File: config.mk
export PLATFORM = sky130hd
export DESIGN_NAME = load_store_unit
export DESIGN_NICKNAME = d
export VERILOG_FILES = /design/src/rtl/lsu_pkg.sv /design/src/rtl/load_align.sv /design/src/rtl/load_store_unit.sv
export SDC_FILE = /design/constraint.sdc
export NUM_CORES = 1
export LEC_CHECK = 0
export BUFFER_PORTS_ARGS = -buffer_cell sky130_fd_sc_hd__buf_2
export CORE_UTILIZATION = 45
export CTS_BUF_LIST = sky130_fd_sc_hd__clkbuf_2 sky130_fd_sc_hd__clkbuf_4 sky130_fd_sc_hd__clkbuf_8
export CTS_CLUSTER_DIAMETER = 30
export DETAILED_ROUTE_END_ITERATION = 16
export GPL_TIMING_DRIVEN = 0
export PLACE_DENSITY = 0.85
export REMOVE_ABC_BUFFERS = 1
export SYNTH_ARGS = -nofsm -noshare
export SYNTH_HDL_FRONTEND = slang
export SYNTH_SLANG_ARGS = --single-unit
File: constraint.sdc
create_clock -name clk -period 3.55 [get_ports clk]
set_input_delay 0.5325 -clock clk [delete_from_list [all_inputs] [get_ports clk]]
set_output_delay 0.5325 -clock clk [all_outputs]
set_load 0.02 [all_outputs]
File: src/rtl/lsu_pkg.sv
// Shared encodings for the load/store unit: funct3 opcodes, access size, FSM states.
// Size and byte-lane helpers are used by both the top and load_align.
package lsu_pkg;

    localparam logic [2:0] F3_LB  = 3'b000;
    localparam logic [2:0] F3_LH  = 3'b001;
    localparam logic [2:0] F3_LW  = 3'b010;
    localparam logic [2:0] F3_LBU = 3'b100;
    localparam logic [2:0] F3_LHU = 3'b101;
    localparam logic [2:0] F3_SB  = 3'b000;
    localparam logic [2:0] F3_SH  = 3'b001;
    localparam logic [2:0] F3_SW  = 3'b010;

    typedef enum logic [1:0] {
        SZ_BYTE = 2'b00,
        SZ_HALF = 2'b01,
        SZ_WORD = 2'b10
    } lsu_size_e;

    typedef enum logic [1:0] {
        IDLE = 2'd0,
        REQ  = 2'd1,
        WAIT = 2'd2,
        WB   = 2'd3
    } lsu_state_e;

    function automatic lsu_size_e f3_size(input logic [2:0] f3);
        lsu_size_e sz;
        case (f3[1:0])
            2'b00:   sz = SZ_BYTE;
            2'b01:   sz = SZ_HALF;
            default: sz = SZ_WORD;
        endcase
        return sz;
    endfunction

    function automatic logic [3:0] store_be(input lsu_size_e sz, input logic [1:0] lo);
        logic [3:0] be;
        case (sz)
            SZ_BYTE: be = 4'b0001 << lo;
            SZ_HALF: be = 4'b0011 << {lo[1], 1'b0};
            default: be = 4'b1111;
        endcase
        return be;
    endfunction

    function automatic logic is_misaligned(input lsu_size_e sz, input logic [1:0] lo);
        logic mis;
        case (sz)
            SZ_HALF: mis = lo[0];
            SZ_WORD: mis = (lo != 2'b00);
            default: mis = 1'b0;
        endcase
        return mis;
    endfunction

endpackage

File: src/rtl/load_align.sv
// Combinational load lane select and sign/zero extension.
module load_align
    import lsu_pkg::*;
#(
    parameter int XLEN = 32
) (
    input  logic [XLEN-1:0] rdata_i,
    input  logic [1:0]      addr_lo_i,
    input  logic [2:0]      funct3_i,
    output logic [XLEN-1:0] result_o
);

    logic [7:0]  byte_s;
    logic [15:0] half_s;
    logic [31:0] word_s;

    // Pick the addressed byte / halfword lane out of the returned word
    always_comb begin
        case (addr_lo_i)
            2'b00:   byte_s = rdata_i[7:0];
            2'b01:   byte_s = rdata_i[15:8];
            2'b10:   byte_s = rdata_i[23:16];
            default: byte_s = rdata_i[31:24];
        endcase
        half_s = addr_lo_i[1] ? rdata_i[31:16] : rdata_i[15:0];
        word_s = rdata_i[31:0];
    end

    // Extend to XLEN; funct3[2] selects zero-extension
    always_comb begin
        case (f3_size(funct3_i))
            SZ_BYTE: result_o = funct3_i[2] ? XLEN'(byte_s) : XLEN'($signed(byte_s));
            SZ_HALF: result_o = funct3_i[2] ? XLEN'(half_s) : XLEN'($signed(half_s));
            default: result_o = funct3_i[2] ? XLEN'(word_s) : XLEN'($signed(word_s));
        endcase
    end

endmodule

File: src/rtl/load_store_unit.sv
// Single-outstanding load/store unit between execute stage, data memory and register file.
// Optional LSU_MISALIGN_TRAP_EN: misaligned half/word accesses raise err instead of accessing memory.
module load_store_unit
    import lsu_pkg::*;
#(
    parameter int XLEN = 32,
    parameter int RA_W = 5
) (
    input  logic            clk,
    input  logic            reset_n,
    input  logic            req_valid,
    output logic            req_ready,
    input  logic            req_store,
    input  logic [2:0]      req_funct3,
    input  logic [XLEN-1:0] req_addr,
    input  logic [XLEN-1:0] req_wdata,
    input  logic [RA_W-1:0] req_rd,
    output logic            mem_req,
    output logic            mem_we,
    output logic [XLEN-1:0] mem_addr,
    output logic [3:0]      mem_be,
    output logic [XLEN-1:0] mem_wdata,
    input  logic            mem_gnt,
    input  logic            mem_rvalid,
    input  logic [XLEN-1:0] mem_rdata,
    output logic            wb_we,
    output logic [RA_W-1:0] wb_addr,
    output logic [XLEN-1:0] wb_data,
    output logic            done,
    output logic            err
);

    lsu_state_e      state_q, state_d;
    logic            mem_we_q;
    logic [2:0]      funct3_q;
    logic [1:0]      addr_lo_q;
    logic [RA_W-1:0] rd_q, wb_addr_q;
    logic [XLEN-1:0] mem_addr_q, mem_wdata_q, wb_data_q;
    logic [3:0]      mem_be_q;
    logic            accept_s, trap_s;
    lsu_size_e       req_size_s;
    logic [XLEN-1:0] store_wdata_s, load_res_s;

    assign accept_s   = req_valid && (state_q == IDLE);
    assign req_size_s = f3_size(req_funct3);

`ifdef LSU_MISALIGN_TRAP_EN
    logic err_q;
    assign trap_s = accept_s && is_misaligned(req_size_s, req_addr[1:0]);

    // One-cycle fault pulse following a misaligned accept
    always_ff @(posedge clk or negedge reset_n) begin
        if (!reset_n) begin
            err_q <= 1'b0;
        end else begin
            err_q <= trap_s;
        end
    end
    assign err = err_q;
`else
    assign trap_s = 1'b0;
    assign err    = 1'b0;
`endif

    // Replicate store data across the lanes the byte enables select
    always_comb begin
        case (req_size_s)
            SZ_BYTE: store_wdata_s = XLEN'({4{req_wdata[7:0]}});
            SZ_HALF: store_wdata_s = XLEN'({2{req_wdata[15:0]}});
            default: store_wdata_s = req_wdata;
        endcase
    end

    load_align #(.XLEN(XLEN)) u_load_align (
        .rdata_i   (mem_rdata),
        .addr_lo_i (addr_lo_q),
        .funct3_i  (funct3_q),
        .result_o  (load_res_s)
    );

    // FSM state register
    always_ff @(posedge clk or negedge reset_n) begin
        if (!reset_n) begin
            state_q <= IDLE;
        end else begin
            state_q <= state_d;
        end
    end

    // FSM next state; rvalid during the grant cycle is ignored because REQ only looks at gnt
    always_comb begin
        case (state_q)
            IDLE:    state_d = (accept_s && !trap_s) ? REQ : IDLE;
            REQ:     state_d = mem_gnt ? (mem_we_q ? IDLE : WAIT) : REQ;
            WAIT:    state_d = mem_rvalid ? WB : WAIT;
            WB:      state_d = IDLE;
            default: state_d = IDLE;
        endcase
    end

    // FSM outputs; store completion is flagged in the grant cycle itself
    always_comb begin
        req_ready = 1'b0;
        mem_req   = 1'b0;
        wb_we     = 1'b0;
        done      = 1'b0;
        case (state_q)
            IDLE:    req_ready = 1'b1;
            REQ: begin
                mem_req = 1'b1;
                done    = mem_we_q && mem_gnt;
            end
            WAIT:    mem_req = 1'b0;
            WB: begin
                wb_we = (rd_q != '0);
                done  = 1'b1;
            end
            default: req_ready = 1'b0;
        endcase
    end

    // Request latch and load writeback registers
    always_ff @(posedge clk or negedge reset_n) begin
        if (!reset_n) begin
            mem_we_q    <= 1'b0;
            funct3_q    <= 3'b000;
            addr_lo_q   <= 2'b00;
            rd_q        <= '0;
            mem_addr_q  <= '0;
            mem_be_q    <= 4'b0000;
            mem_wdata_q <= '0;
            wb_data_q   <= '0;
            wb_addr_q   <= '0;
        end else begin
            if (accept_s) begin
                mem_we_q    <= req_store;
                funct3_q    <= req_funct3;
                addr_lo_q   <= req_addr[1:0];
                rd_q        <= req_rd;
                mem_addr_q  <= {req_addr[XLEN-1:2], 2'b00};
                mem_be_q    <= req_store ? store_be(req_size_s, req_addr[1:0]) : 4'b1111;
                mem_wdata_q <= store_wdata_s;
            end
            if ((state_q == WAIT) && mem_rvalid) begin
                wb_data_q <= load_res_s;
                wb_addr_q <= rd_q;
            end
        end
    end

    assign mem_we    = mem_we_q;
    assign mem_addr  = mem_addr_q;
    assign mem_be    = mem_be_q;
    assign mem_wdata = mem_wdata_q;
    assign wb_data   = wb_data_q;
    assign wb_addr   = wb_addr_q;

endmodule

==> metrics, run 1 <==
worst-path cell with the longest stage delay sky130_fd_sc_hd__a211oi_4; total routed wirelength 13790 um; Area Growth Syn to Fin 29.76%; maximum fanout count along the critical path 20; post-route clock period utilization 74.16%; Slew Viols, Final 0; status completed; instance count along the most critical hold path 3; global placer's final weighted congestion approximately 0.84; number of sinks driven by the clock tree 116; kind of end point of the critical path register; cell types occupying the most area after synthesis sky130_fd_sc_hd__dfrtp_1, sky130_fd_sc_hd__nand2_1, sky130_fd_sc_hd__mux2i_1, sky130_fd_sc_hd__o21ai_0, sky130_fd_sc_hd__nor2_1; Placeable Area approximately 11000 um^2; Crit. path cell count 4; clock latency on the worst-skew pair 0.44 ns; crit-path cells inv_1 -> nand3_1 -> a211oi_4 -> a21oi_1; Slowest Stage Delay on Critical Path 1.09 ns; kind of critical path register to register; initial core utilization 46.29%; syn_area_per_cell 9.019 um^2; final standard cell count with taps included and fillers excluded around 940; DRC violation total after the first TritonRoute iteration 324; Final TNS setup 0 ns; time the final worst path needs with I/O delays and setup 2.633 ns; family of cells with the greatest summed delay on the critical path compound AO/OA/AOI/OAI gates; Tightest Pin Transition 1.070 ns; final layout net count approximately 900; total routing resource utilization after global routing 23.03%; reg2reg path depth 4; total via count in the routed design 4842; # IOs 221; number of warnings issued by yosys 0; clock tree from TritonCTS done; leakage component of the power 3.609 nW; post-synthesis sequential area ratio 54.92%; Port Buf Inserts 217; fraction of final layout cells sized beyond drive strength 1 34.04%; total power divided by cell area between 900 and 1000 nW/um^2; launch point of the worst reg-to-reg path state_q[0]; data arrival time of the worst path 2.91 ns; endpoint of the worst-slack reg-to-reg timing path wb_data[30]; overall die area 12180 um^2; VDD IR max 0.0005136 V; global route total overflow 0; required time of the worst setup path 3.83 ns; Yosys top cell area share 54.92%; synthesis-stage register bit count 116; detailed-router iteration count before antenna repair 4; synthesized netlist cell count roughly 590; wire per inst 14.64 um; post-synthesis instance area 5285 um^2; Post-CTS Repair Setup Buffers 0; sort of element at the start of the critical path register; total number of placement rows 39; register-to-register setup slack 0.92 ns; vias per cell 5.140; leading register cell type out of synthesis sky130_fd_sc_hd__dfrtp_1; number of antenna-violating nets in the routed design 0; unique cell type count in the Yosys netlist 46; capture endpoint of the worst hold path mem_addr[14]; worst rel slew slack 28.67%; EDFF count, synth 0; most common library cells after synthesis sky130_fd_sc_hd__nand2_1, sky130_fd_sc_hd__dfrtp_1, sky130_fd_sc_hd__nor2_1; maximum operating frequency 0.3798 GHz; DRC Markers 0; buffering stage count on the worst path with inverters included 1; n_diodes 0; Synth async-reset ratio 100.0%; die extent in x 110.4 um; top-count cell post-synth sky130_fd_sc_hd__nand2_1; maximum number of buffers from clock root to sink 2; clock-pin transition on the worst setup and hold timing paths 0.07 ns; worst clock skew 0.007780 ns; worst hold-check path type primary input to register; filler cell count 1025; total instance count after detailed placement 909; top cell type by total area after synthesis sky130_fd_sc_hd__dfrtp_1; count of maximum capacitance violations 0; multi-input logic area 2183 um^2; RSZ-0062 raised after global routing no; final hold vios 0; root buffer cell sky130_fd_sc_hd__clkbuf_8; number of endpoints failing setup at the final stage 0; total CTS buffers 17; number of levels the H-tree was split into 4; wire length of the first global-routing pass 21020 um; initial antenna violation count 0; pin count of the biggest net entering global routing 101; FF/Latch Area 2903 um^2; hold path start req_addr[14]; Detail Placement HPWL 9250 um; height of the die 110.4 um; number of global-route vias before repair 4387
worst min-delay path: stages:
cell and delay (ns):
sky130_fd_sc_hd__buf_2 0.07, sky130_fd_sc_hd__nand2_1 0.04, sky130_fd_sc_hd__nand2_1 0.04
cell families after synthesis:
kind of cell    synth area share (%)
simple gates                   20.88
other cells                  0.07095
compound gates                 14.47
buf+inv                        4.096
flops                          54.92
mux                            5.563
area by class of cell:
type                    instances  share of cell area, %
well taps                     143                  2.609
clock inverters                 3                 0.9487
multi-input cells             425                  31.84
inverters                       6                 0.3284
repair buffers                220                  16.77
flip-flops and latches        116                  42.33
clock buffers                  29                  5.182
timing repair:
| action | in CTS | in global routing |
|---|---|---|
| hold buffers | 1 | 0 |
| hold endpoints to repair | 24 | 0 |
| resized for setup | 0 | 0 |
| endpoints found under the setup margin | 0 | 0 |
stage by stage:
step / setup slack [ns] / utilization [%] / hold slack [ns] / cell area (um^2) / power [mW]
2_1_floorplan: 0.7600 / - / 0.2369 / 5099 / 4.166
3_3_place_gp: 0.05293 / 55.73 / 0.4529 / 6364 / 5.162
3_5_place_dp: 0.8999 / 56.28 / 0.4089 / 6426 / 5.239
4_1_cts: 0.9417 / 60.05 / 0.2534 / 6857 / 6.538
5_1_grt: 0.7608 / 60.06 / 0.2581 / 6858 / 6.984
6_report: 0.9173 / 60.06 / 0.2785 / 6858 / 6.495
layer usage:
| layer | part of all wire, % | GRT usage, % | up-vias |
|---|---|---|---|
| met5 | 0 | 0 | - |
| met4 | 2.5 | 12.59 | 0 |
| met3 | 8.2 | 7.113 | 30 |
| met2 | 47 | 37.05 | 201 |
| met1 | 42 | 27.52 | 2270 |
| li1 | - | - | 2341 |
worst max-delay path by stage:
stage,start,endpoint,slack [ns]
3_5_place_dp,mem_rvalid,wb_data[30],0.90
5_1_grt,state_q[0],wb_data[30],0.76
2_1_floorplan,register,mem_be[2],0.76
6_report,state_q[0],wb_data[30],0.92
4_1_cts,state_q[0],wb_data[30],0.94
3_3_place_gp,req_valid,state_q[0],0.05
power breakdown:
part / switching (mW) / internal [mW]
Combinational: 1.86 / 0.961
Sequential: 0.433 / 1.96
Clock: 0.509 / 0.772
Total: 2.81 / 3.69
flip-flops by register name (all words and copies together) (netlist names), named ones only:
| name | flops |
|---|---|
| wb_addr | 5 |
| state_q | 1 |
| addr_lo_q | 2 |
| funct3_q | 3 |
| mem_addr | 30 |
| mem_be | 4 |
| wb_data | 32 |
| mem_wdata | 32 |
| mem_we | 1 |
| rd_q | 5 |
cell usage in the layout, fill, tap and decap left out, drive strengths merged, types with 2 or more instances in the layout:
| cell type | instances |
|---|---|
| inv | 6 |
| a211oi | 2 |
| nor2 | 44 |
| a31oi | 13 |
| nand3b | 2 |
| nor3 | 2 |
| mux2i | 26 |
| a32oi | 9 |
| o22ai | 4 |
| clkbuf | 29 |
| dfrtp | 116 |
| a22o | 3 |
| nand2 | 211 |
| and2 | 2 |
| o21a | 4 |
| a21o | 2 |
| bufinv | 2 |
| conb | 3 |
| buf | 219 |
| o22a | 3 |
| nand3 | 4 |
| o21ai | 35 |
| mux2 | 3 |
| a22oi | 2 |
| a21oi | 38 |
Note: power is estimated with default switching activity, not from simulation.
==> inputs of run 2 (changes only) <==
==> constraint.sdc (replaced) <==
create_clock -name clk -period 2.7 [get_ports clk]
set_input_delay 0.405 -clock clk [delete_from_list [all_inputs] [get_ports clk]]
set_output_delay 0.405 -clock clk [all_outputs]
set_load 0.02 [all_outputs]
==> run 2 against run 1 <==
- first-iteration DRC count increased by 11%
- count of clock-buffer cells in the layout unchanged
- register-to-register slack got worse by 0.49 ns
- power increased by 32%
- critical path type unchanged
- critical endpoint is now wb_data[9]
- largest cell class unchanged
- largest power group unchanged
- highest routed layer unchanged
==> metrics, run 2 (synthesized netlist as in run 1, its figures left out) <==
commonest non-fill, non-tap cell in the layout sky130_fd_sc_hd__buf_2 (unchanged); number of endpoints failing setup at the final stage 0 (unchanged); reg2reg path depth 4 (unchanged); maximum number of buffers from clock root to sink 2 (unchanged); status completed (unchanged); pin count of the biggest net entering global routing 101 (unchanged); multi-input logic area 2183 um^2 (unchanged); Detail Placement HPWL 9250 um (unchanged); wire length of the first global-routing pass 21020 um (unchanged); worst-path cell with the longest stage delay sky130_fd_sc_hd__dfrtp_1 (was sky130_fd_sc_hd__a211oi_4); number of sinks driven by the clock tree 116 (unchanged); overall die area 12180 um^2 (unchanged); initial antenna violation count 0 (unchanged); DRC violation total after the first TritonRoute iteration 361 (was 324); top library cells by usage in the layout, fill and taps aside sky130_fd_sc_hd__buf_2, sky130_fd_sc_hd__nand2_1, sky130_fd_sc_hd__dfrtp_1, sky130_fd_sc_hd__nor2_1, sky130_fd_sc_hd__o21ai_0 (unchanged); clock tree from TritonCTS done (unchanged); maximum operating frequency 0.4401 GHz (was 0.3798 GHz); kind of critical path register to register (unchanged); number of levels the H-tree was split into 4 (unchanged); post-route clock period utilization 84.15% (was 74.16%); VDD IR max 0.0006693 V (was 0.0005136 V); worst hold-check path type primary input to register (unchanged); CP Capture Point wb_data[9] (was wb_data[30]); data arrival time of the worst path 2.58 ns (was 2.91 ns); root buffer cell sky130_fd_sc_hd__clkbuf_8 (unchanged); total CTS buffers 17 (unchanged); worst rel slew slack 27.95% (was 28.67%); # IOs 221 (unchanged); required time of the worst setup path 3.01 ns (was 3.83 ns); n_diodes 0 (unchanged); final hold vios 0 (unchanged); Tightest Pin Transition 1.081 ns (was 1.070 ns); launch point of the worst reg-to-reg path funct3_q[1] (was state_q[0]); total routing resource utilization after global routing 23.03% (unchanged); Crit. path cell count 4 (unchanged); initial core utilization 46.29% (unchanged); height of the die 110.4 um (unchanged); total routed wirelength 13780 um (was 13790 um); post-layout worst setup margin 0.4279 ns (was 0.9173 ns); fraction of final layout cells sized beyond drive strength 1 34.29% (was 34.04%); number of global-route vias before repair 4387 (unchanged); RSZ-0062 raised after global routing no (unchanged); global placer's final weighted congestion 0.8391 (unchanged); vias per cell 5.152 (was 5.140); number of antenna-violating nets in the routed design 0 (unchanged); Slew Viols, Final 0 (unchanged); wire per inst 14.58 um (was 14.64 um); time the final worst path needs with I/O delays and setup 2.272 ns (was 2.633 ns); post-place setup slack 0.1211 ns (was 0.8999 ns); DRC Markers 0 (unchanged); clock latency on the worst-skew pair 0.44 ns (about the same); FF/Latch Area 2903 um^2 (unchanged); total via count in the routed design 4869 (was 4842); total number of placement rows 39 (unchanged); sort of element at the start of the critical path register (unchanged); Slowest Stage Delay on Critical Path 1.05 ns (was 1.09 ns); count of maximum capacitance violations 0 (unchanged); filler cell count 1024 (was 1025); clock-pin transition on the worst setup and hold timing paths 0.07 ns (about the same); final layout net count 899 (was 896); post-cts gate resize count 0 (unchanged); Port Buf Inserts 217 (unchanged); kind of end point of the critical path register (unchanged); buffering stage count on the worst path with inverters included 1 (unchanged); maximum fanout count along the critical path 33 (was 20); crit-path cells inv_1 -> and4_1 -> a21oi_1 -> a31oi_1 (was inv_1 -> nand3_1 -> a211oi_4 -> a21oi_1); detailed-router iteration count before antenna repair 5 (was 4); Area Growth Syn to Fin 30.18% (was 29.76%); Placeable Area 11420 um^2 (unchanged); family of cells with the greatest summed delay on the critical path flip-flops (was compound AO/OA/AOI/OAI gates); global route total overflow 0 (unchanged); launching instance or port of the critical path funct3_q[1] (was state_q[0]); die extent in x 110.4 um (unchanged); register-to-register setup slack 0.43 ns (was 0.92 ns); endpoint of the worst-slack reg-to-reg timing path wb_data[9] (was wb_data[30]); worst clock skew 0.007100 ns (was 0.007780 ns); Min Hold Slack 0.1474 ns (was 0.2785 ns); leakage component of the power 3.625 nW (was 3.609 nW); total power divided by cell area 1244 nW/um^2 (was 947.2 nW/um^2)
## run 2: timing repair
action / 4_1_cts / 5_1_grt
hold buffers: 1 / 0
endpoints found under the hold margin: 24 / 0
setup buffers: 0 / 3
setup endpoints to repair: 0 / 7
## run 2: stage by stage
step	total power, mW	setup TNS [ns]	instance area (um^2)	std cells	util [%]
after floorplan	5.477	-0.1800	5099	547	-
after global placement	6.787	-50.10	6364	907	55.73
after detailed placement	6.888	0	6426	909	56.28
after CTS	8.596	0	6857	942	60.05
after global routing	9.194	0	6880	945	60.26
final	8.557	0	6880	945	60.26
## run 2: worst min-delay path by stage
stage | depth (start not counted) | slack [ns] | start | endpoint
5_1_grt | 3 | 0.13 | req_addr[14] | mem_addr[14]
3_5_place_dp | 1 | 0.28 | reset_n | wb_data[1]
6_report | 3 | 0.15 | req_addr[14] | mem_addr[14]
2_1_floorplan | 0 | 0.11 | reset_n | async pin
3_3_place_gp | 2 | 0.45 | mem_addr[24] | mem_addr[24]
4_1_cts | 3 | 0.13 | req_addr[16] | mem_addr[16]
## run 2: routing by layer
layer	global-route usage, %	part of all wire [%]	up-vias	routed length (um)
li1	-	-	2347	-
met1	27.52	42	2280	5779
met2	37.05	48	215	6559
met3	7.113	8.3	27	1147
met4	12.59	2.1	0	295
met5	0	0	-	0
## run 2: layout make-up
class	count	area share, %
Clock buffer	29	5.165
Clock inverter	3	0.9456
Inverter	6	0.3273
Multi-Input combinational cell	425	31.73
Sequential cell	116	42.19
Tap cell	143	2.600
Timing Repair Buffer	223	17.04
## run 2: worst reg2reg max path, delay by kind of cell, from the launching register on
family | cells | cell delay [ns]
AO/OA/AOI/OAI | 2 | 0.20
buffers and inverters | 1 | 0.52
flip-flops | 1 | 1.05
AND/OR/NAND/NOR | 1 | 0.37
## run 2: power by group
part	total, mW	internal (mW)	switching (mW)
clock network	1.69	1.02	0.672
logic	3.73	1.27	2.45
registers	3.14	2.57	0.571
